### src/rtl/incoming_response_buffer_v2.sv
// R-beat ingress FIFO: arrival-order storage at any depth >= 2, with occupancy, burst count,
// almost-full flag and synchronous flush. Define IRB_ERR_CNT_EN to enable the error-beat counter.
module incoming_response_buffer_v2 #(
  parameter int unsigned ID_WIDTH   = 4,
  parameter int unsigned DATA_WIDTH = 64,
  parameter int unsigned RESP_WIDTH = 2,
  parameter int unsigned DEPTH      = 8,
  parameter int unsigned AF_THRESH  = DEPTH - 2,
  localparam int unsigned CNT_W     = $clog2(DEPTH + 1)
) (
  input  logic                  clk,
  input  logic                  rst,
  // R beats from the AXI slave
  input  logic [ID_WIDTH-1:0]   r_in_id,
  input  logic [DATA_WIDTH-1:0] r_in_data,
  input  logic [RESP_WIDTH-1:0] r_in_resp,
  input  logic                  r_in_last,
  input  logic                  r_in_valid,
  output logic                  r_in_ready,
  // R beats toward r_ordering_unit
  output logic [ID_WIDTH-1:0]   r_out_id,
  output logic [DATA_WIDTH-1:0] r_out_data,
  output logic [RESP_WIDTH-1:0] r_out_resp,
  output logic                  r_out_last,
  output logic                  r_out_valid,
  input  logic                  r_out_ready,
  input  logic                  flush,
  output logic [CNT_W-1:0]      count,
  output logic [CNT_W-1:0]      burst_cnt,
  output logic                  almost_full,
  output logic [15:0]           err_cnt
);

  localparam int unsigned PTR_W   = $clog2(DEPTH);
  localparam int unsigned ENTRY_W = ID_WIDTH + DATA_WIDTH + RESP_WIDTH + 1;

  localparam logic [CNT_W-1:0] DepthCnt = CNT_W'(DEPTH);
  localparam logic [CNT_W-1:0] AfCnt    = CNT_W'(AF_THRESH);
  localparam logic [PTR_W-1:0] PtrLast  = PTR_W'(DEPTH - 1);

  logic [ENTRY_W-1:0] mem_q [DEPTH];

  logic [PTR_W-1:0] wr_ptr_q, wr_ptr_d;
  logic [PTR_W-1:0] rd_ptr_q, rd_ptr_d;
  logic [CNT_W-1:0] count_q, count_d;
  logic [CNT_W-1:0] burst_q, burst_d;
  logic             af_q, af_d;

  logic full, empty, push, pop, push_last, pop_last;

  assign full  = (count_q == DepthCnt);
  assign empty = (count_q == '0);

  // Ready ignores a same-cycle pop: no write-through when full.
  assign r_in_ready  = ~full & ~flush;
  assign r_out_valid = ~empty & ~flush;

  assign push = r_in_valid & r_in_ready;
  assign pop  = r_out_valid & r_out_ready;

  assign {r_out_id, r_out_data, r_out_resp, r_out_last} = mem_q[rd_ptr_q];

  assign push_last = push & r_in_last;
  assign pop_last  = pop & r_out_last;

  // Storage is deliberately not reset; valid gates its visibility.
  always_ff @(posedge clk) begin
    if (push) begin
      mem_q[wr_ptr_q] <= {r_in_id, r_in_data, r_in_resp, r_in_last};
    end
  end

  always_comb begin
    wr_ptr_d = wr_ptr_q;
    rd_ptr_d = rd_ptr_q;
    count_d  = count_q;
    burst_d  = burst_q;

    // Explicit wrap keeps non-power-of-2 depths correct.
    if (push) begin
      wr_ptr_d = (wr_ptr_q == PtrLast) ? '0 : wr_ptr_q + PTR_W'(1);
    end
    if (pop) begin
      rd_ptr_d = (rd_ptr_q == PtrLast) ? '0 : rd_ptr_q + PTR_W'(1);
    end

    case ({push, pop})
      2'b10:   count_d = count_q + CNT_W'(1);
      2'b01:   count_d = count_q - CNT_W'(1);
      default: count_d = count_q;
    endcase

    case ({push_last, pop_last})
      2'b10:   burst_d = burst_q + CNT_W'(1);
      2'b01:   burst_d = burst_q - CNT_W'(1);
      default: burst_d = burst_q;
    endcase

    if (flush) begin
      wr_ptr_d = '0;
      rd_ptr_d = '0;
      count_d  = '0;
      burst_d  = '0;
    end

    // Registered from next-state count so it lines up with count.
    af_d = (count_d >= AfCnt);
  end

  always_ff @(posedge clk) begin
    if (!rst) begin
      wr_ptr_q <= '0;
      rd_ptr_q <= '0;
      count_q  <= '0;
      burst_q  <= '0;
      af_q     <= 1'b0;
    end else begin
      wr_ptr_q <= wr_ptr_d;
      rd_ptr_q <= rd_ptr_d;
      count_q  <= count_d;
      burst_q  <= burst_d;
      af_q     <= af_d;
    end
  end

  assign count       = count_q;
  assign burst_cnt   = burst_q;
  assign almost_full = af_q;

`ifdef IRB_ERR_CNT_EN
  logic [15:0] err_q;

  // Counts SLVERR/DECERR beats; saturates, survives flush, clears only on reset.
  always_ff @(posedge clk) begin
    if (!rst) begin
      err_q <= '0;
    end else if (push & r_in_resp[1] & ~(&err_q)) begin
      err_q <= err_q + 16'd1;
    end
  end

  assign err_cnt = err_q;
`else
  assign err_cnt = '0;
`endif

endmodule

### config.mk
export PLATFORM = sky130hd
export DESIGN_NAME = incoming_response_buffer_v2
export DESIGN_NICKNAME = d
export VERILOG_FILES = /design/src/rtl/incoming_response_buffer_v2.sv
export SDC_FILE = /design/constraint.sdc
export NUM_CORES = 1
export LEC_CHECK = 0
export CAP_MARGIN = 20
export CORE_AREA = 2 2 201 203
export CTS_BUF_LIST = sky130_fd_sc_hd__clkbuf_8
export DETAILED_ROUTE_END_ITERATION = 8
export DIE_AREA = 0 0 203 205
export GPL_ROUTABILITY_DRIVEN = 0
export GPL_TIMING_DRIVEN = 0
export HOLD_SLACK_MARGIN = 0.03
export PLACE_DENSITY = 0.82
export SETUP_SLACK_MARGIN = 0.1
export SLEW_MARGIN = 40
export SYNTH_ARGS = -nofsm -noshare
export SYNTH_HDL_FRONTEND = slang
export SYNTH_SLANG_ARGS = --single-unit
### constraint.sdc
create_clock -name clk -period 17.5 [get_ports clk]
set_input_delay 2.625 -clock clk [delete_from_list [all_inputs] [get_ports clk]]
set_output_delay 2.625 -clock clk [all_outputs]
set_load 0.01 [all_outputs]
==> results of run 1 <==
==> stage by stage <==
| step | total power, uW | cell area (sq um) |
|---|---|---|
| after floorplan | 1620 | 22600 |
| after global placement | 1670 | 24900 |
| after detailed placement | 1670 | 25800 |
| after CTS | 2670 | 27400 |
| after global routing | 2730 | 27400 |
| final | 2640 | 27400 |
==> sequential cells by signal, summed over array words and instances (netlist names), named ones only <==
name and flops:
almost_full 1, mem_q 568, wr_ptr_q 3, burst_cnt 4, rd_ptr_q 3, count 4
==> final cells by class <==
cell class / count / area share
Clock inverter: 66 / 0.0111
Antenna cell: 1 / 0.0000915
Buffer: 59 / 0.0165
Timing Repair Buffer: 252 / 0.0882
Sequential cell: 586 / 0.637
Tap cell: 525 / 0.0240
Multi-Input combinational cell: 317 / 0.176
Inverter: 5 / 0.000686
Clock buffer: 93 / 0.0468
==> critical path, stage by stage <==
cell and delay [ns]:
clkdlybuf4s50_1 0.50, a21oi_1 0.17, clkdlybuf4s50_1 0.56
==> power groups by stage <==
stage | clock (uW) | sequential, uW | combinational [uW]
finish | 1000 | 1550 | 92.0
floorplan | 0 | 1580 | 34.2
global placement | 0 | 1580 | 85.8
CTS | 1030 | 1550 | 92.6
detailed placement | 0 | 1580 | 92.2
global route | 1080 | 1550 | 98.8
==> metal layers <==
layer  vias up  routed length (um)  GRT usage
met2       363               22100      0.357
met4         4                 739     0.0675
met3        62                2990     0.0506
met5         -                  26          0
li1       4746                   -          -
met1      5578               19300      0.313
==> Yosys cell counts (2+ instances only) <==
cell type | number | area, sq um
mux2_2 | 71 | 800
buf_4 | 16 | 120
mux4_2 | 115 | 2590
clkbuf_1 | 14 | 52.6
inv_1 | 4 | 15.0
mux2i_1 | 6 | 60.1
ha_1 | 10 | 125
a21oi_1 | 9 | 45.0
nor3_1 | 4 | 20.0
nor2_1 | 18 | 67.6
nand3b_1 | 2 | 15.0
buf_1 | 4 | 15.0
nor2b_1 | 3 | 18.8
nor4_1 | 2 | 12.5
xor2_1 | 5 | 43.8
buf_12 | 7 | 140
o21ai_0 | 2 | 10.0
dfxtp_1 | 18 | 360
mux4_1 | 27 | 709
nand2_1 | 10 | 37.5
buf_2 | 13 | 65.1
edfxtp_1 | 568 | 17100
buf_6 | 5 | 56.3
nand2b_1 | 5 | 31.3
==> kinds of logic (layout without fill, tap and decap cells) <==
kind of cell | count (synthesis) | in the layout | share of synthesized area
xor+xnor | 5 | 5 | 0.00194
buf+inv | 64 | 475 | 0.0207
fa+ha+maj | 11 | 11 | 0.00642
simple gates | 49 | 49 | 0.0107
mux | 219 | 219 | 0.184
other cells | 1 | 17 | 0.000166
compound gates | 17 | 17 | 0.00498
flops | 586 | 586 | 0.771
==> worst max path at each step <==
stage | from | slack, ns | endpoint | depth (start not counted)
finish | flush | 11.02 | r_in_ready | 3
floorplan | r_in_valid | 6.99 | mem_q[0][0] | 4
detailed placement | flush | 11.02 | r_in_ready | 3
CTS | flush | 11.01 | r_in_ready | 3
global placement | r_in_valid | -0.86 | mem_q[0][25] | 5
global route | flush | 10.96 | r_in_ready | 3
==> impl_results.md, run 1 <==
* Run status: finished clean
* Syn_area_per_cell at 23.7 sq um
* Final Hold Fails at 0
* Number of distinct library cells after synthesis at 38
* Worst R2R End: mem_q[1][11]
* Min cycle time layout at 6.48 ns
* Final setup TNS at 0 ns
* Achievable frequency at 154 MHz
* Final period util at 0.370
* Post-placement cell count at 1744
* CTS Buf Count at 89
* Hold Path Sink: burst_cnt[3]
* Most frequent cells in the layout: edfxtp_1, clkdlybuf4s50_1, mux4_2
* Drt first pass iters at 5
* DR vias/cell at 5.65
* Clock tree sinks at 586
* Final worst slack at 11.02 ns
* Area grow syn2layout at 21.1%
* Share of cells above drive strength 1 at 0.324
* Synth warn at 0
* CP startpoint kind: primary input
* DRT iter0 DRCs at 960
* Worst Tran Pin Value at 0.798 ns
* Largest net degree at the start of global routing at 16
* Max-cap check violation count at 0
* Pre-CTS setup slack at 11.02 ns
* Routed length per instance at 23.7 um
* Leak pwr at 0.00901 uW
* Switch Pwr at 541 uW
* First-pass GRT wire length at 67900 um
* Sequential cell area fraction in the yosys report at 0.771
* Hold WS at 0.490 ns
* Critical Path End Type: primary output
* Boundary pin count at 174
* Root buffer cell: clkbuf_8
* Total congestion overflow at 0
* Port bufs at 157
* Die Y at 205 um
* Synthesized cell area at 0.0226 sq mm
* EDFF count, synth at 568
* Wirelength, routed at 45200 um
* Critical setup path kind: in -> out
* PwrDens at 96.7 mW/mm^2
* FF+latch count, synth at 586
* Hold/Removal Path Class: reg -> reg
* Core Rows at 73
* Primary FF master, synth: edfxtp_1
* Register area at 0.0174 sq mm
* Hold buffer count at CTS at 0
* Final non-filler cell total at 1904
* RSZ-0062 raised after global routing: no
* Switching share of total power at 0.205
* Hold depth at 2
* Core ar. at 0.0394 sq mm
* ANT nets after route at 0
* Nets at 1397
* Die X at 203 um
* Flop-to-flop setup slack at 14.26 ns
* Seq pwr share at 0.587
* Int Pwr at 2100 uW
* Die area at 0.0416 sq mm
* Mapped Cells at 952
* Max_slew headroom at 0.468
* Async SR Flop Fraction at 0
* Combinational power share at 0.035
* CP Max Fanout at 6
* Fin util at 0.695
* Fill count at 2422
* Clock transition at path regs at 0.06 ns
* Total track usage at 0.223
* Endpoints failing setup at 0
* Clock power frac at 0.379
* Initial antenna violation count at 3
* Vias in the first global route at 11300
* CTS tree: done
* Area of the multi-input gates at 0.00481 sq mm
* Detailed-route DRC error count at 0
* Initial core utilization at 0.574
* Post-CTS Setup Bufs at 0
* Skew final at 0.0235 ns
* HPWL after detailed placement at 30300 um
* DR vias at 10800
* FF-to-FF Start: count[1]
* VDD IR max at 0.0655 mV
* CTS H-tree lvls at 3
* Max-slew violations at 0
* Commonest non-fill, non-tap cell in the layout: edfxtp_1
* Cells on worst reg2reg path at 10
* CP Data Required Time at 14.88 ns
* Crit path arrival time at 3.85 ns
* Post-CTS sizing at 0
* Clk_lat worst skew at 0.64 ns
* Maximum root-to-sink buffer count at 3
* Hold path startpoint: burst_cnt[3]
Note: power is estimated with default switching activity, not from simulation.
==> run 2: changes to the inputs <==
Settings changed: CORE_AREA 2 2 201 203 to 2 2 208 210, DIE_AREA 0 0 203 205 to 0 0 210 212, PLACE_DENSITY 0.82 to 0.8.
Clock period 17.5 ns to 5.4 ns, I/O delays scaled along.
==> run 2 against run 1 <==
- final cell count grew 0.68%
- core utilization shrank 4.9 points
- sequential cell count is the same
- largest power group unchanged
==> impl_results.md, run 2 (same netlist as run 1, synthesis figures left out) <==
* Max_slew headroom at 0.458
* Drt first pass iters at 5
* Clock tree sinks at 586
* ANT nets after route at 0
* Min cycle time layout at 4.20 ns
* Final period util at 0.777
* Final Hold Fails at 0
* Post-CTS sizing at 0
* Hold buffer count at CTS at 0
* Share of cells above drive strength 1 at 0.314
* DR vias/cell at 5.58
* Critical Path End Type: primary output
* Endpoints failing setup at 0
* CTS H-tree lvls at 3
* HPWL after detailed placement at 29300 um
* Port bufs at 157
* Reg with most FFs: mem_q
* Largest net degree at the start of global routing at 17
* Die area at 0.0445 sq mm
* DR vias at 10700
* Hold/Removal Path Class: reg -> reg
* Achievable frequency at 238 MHz
* Die X at 210 um
* Crit path arrival time at 3.39 ns
* Initial antenna violation count at 6
* Clk_lat worst skew at 0.65 ns
* Most frequent cells in the layout: edfxtp_1, clkdlybuf4s50_1, mux4_2
* Max reg flops at 568
* Initial core utilization at 0.531
* DRT iter0 DRCs at 803
* Dpl cell area at 0.0258 sq mm
* Max-slew violations at 0
* Skew final at 0.0193 ns
* Area grow syn2layout at 21.4%
* CTS Buf Count at 91
* Total track usage at 0.205
* Routed length per instance at 23.3 um
* VDD IR max at 0.181 mV
* PwrDens at 317 mW/mm^2
* CP startpoint kind: flop
* Boundary pin count at 174
* Maximum root-to-sink buffer count at 3
* Vias in the first global route at 11200
* CP Data Required Time at 4.59 ns
* Commonest non-fill, non-tap cell in the layout: edfxtp_1
* Core Rows at 76
* Fill count at 2841
* Total congestion overflow at 0
* CP Max Fanout at 10
* Fin util at 0.645
* Run status: finished clean
* First-pass GRT wire length at 66500 um
* CTS tree: done
* Wirelength, routed at 44700 um
* Flop-to-flop setup slack at 2.21 ns
* Clock transition at path regs at 0.06 ns
* Core ar. at 0.0425 sq mm
* Post-CTS Setup Bufs at 0
* RSZ-0062 raised after global routing: no
* Die Y at 212 um
* Detailed-route DRC error count at 0
* Root buffer cell: clkbuf_8
* Max-cap check violation count at 0
* Critical setup path kind: reg -> out
* Worst Tran Pin Value at 0.808 ns
* Leak pwr at 0.00901 uW
* Final instance area at 0.0274 sq mm
* Nets at 1385
-- run 2: cell count changes in the layout (fill, tap and decap cells not counted), moves of 2 or more --
cell	before	now
clkinv_2	15	6
buf_2	48	31
buf_4	54	49
clkinv_1	24	19
diode_2	1	3
buf_6	11	18
clkbuf_8	93	96
inv_1	27	39
-- run 2: area by class of cell --
class | instances | area (sq um) | area share
Sequential cell | 586 | 17400 | 0.635
Buffer | 59 | 450 | 0.0164
Inverter | 5 | 18.8 | 0.000684
Tap cell | 546 | 683 | 0.0249
Multi-Input combinational cell | 317 | 4830 | 0.176
Clock buffer | 96 | 1320 | 0.0482
Clock inverter | 67 | 335 | 0.0122
Antenna cell | 3 | 7.51 | 0.000274
Timing Repair Buffer | 238 | 2370 | 0.0865
-- run 2: worst max-delay path: stages (launching register included) --
cell and delay (ns):
dfxtp_1 0.30, buf_2 0.20, buf_2 0.36, buf_1 0.62, mux4_2 0.42, mux2_2 0.27
clkdlybuf4s50_1 0.57
-- run 2: per-stage QoR --
step	setup TNS [ns]	worst slack, ns	power (uW)	instances	hold slack (ns)
2_1_floorplan	-315.67	-1.39	5240	967	0.464
3_3_place_gp	-2758.69	-7.49	5410	1670	0.463
3_5_place_dp	0	1.55	5420	1751	0.478
4_1_cts	0	1.11	8800	1914	0.492
5_1_grt	0	1.02	9010	1916	0.512
6_report	0	1.20	8700	1917	0.487
-- run 2: worst paths after layout --
| check | from | to | depth (start not counted) |
|---|---|---|---|
| setup / recovery | flop | r_out_data[10] | 6 |
| hold / removal | burst_cnt[3] | burst_cnt[3] | 2 |
| setup reg to reg | count[1] | mem_q[3][63] | 9 |
| hold reg to reg | burst_cnt[3] | burst_cnt[3] | 2 |
-- run 2: layer usage --
layer	GRT usage	vias to the layer above	share of wire
met5	0	-	0.00063
met4	0.0646	4	0.018
met3	0.0523	74	0.069
met2	0.332	342	0.49
met1	0.279	5555	0.42
li1	-	4725	-
-- run 2: report_power, final --
| part | switching [uW] | internal, uW | total, uW |
|---|---|---|---|
| clock | 1640 | 1740 | 3370 |
| combinational | 142 | 159 | 301 |
| sequential | 8.16 | 5020 | 5030 |
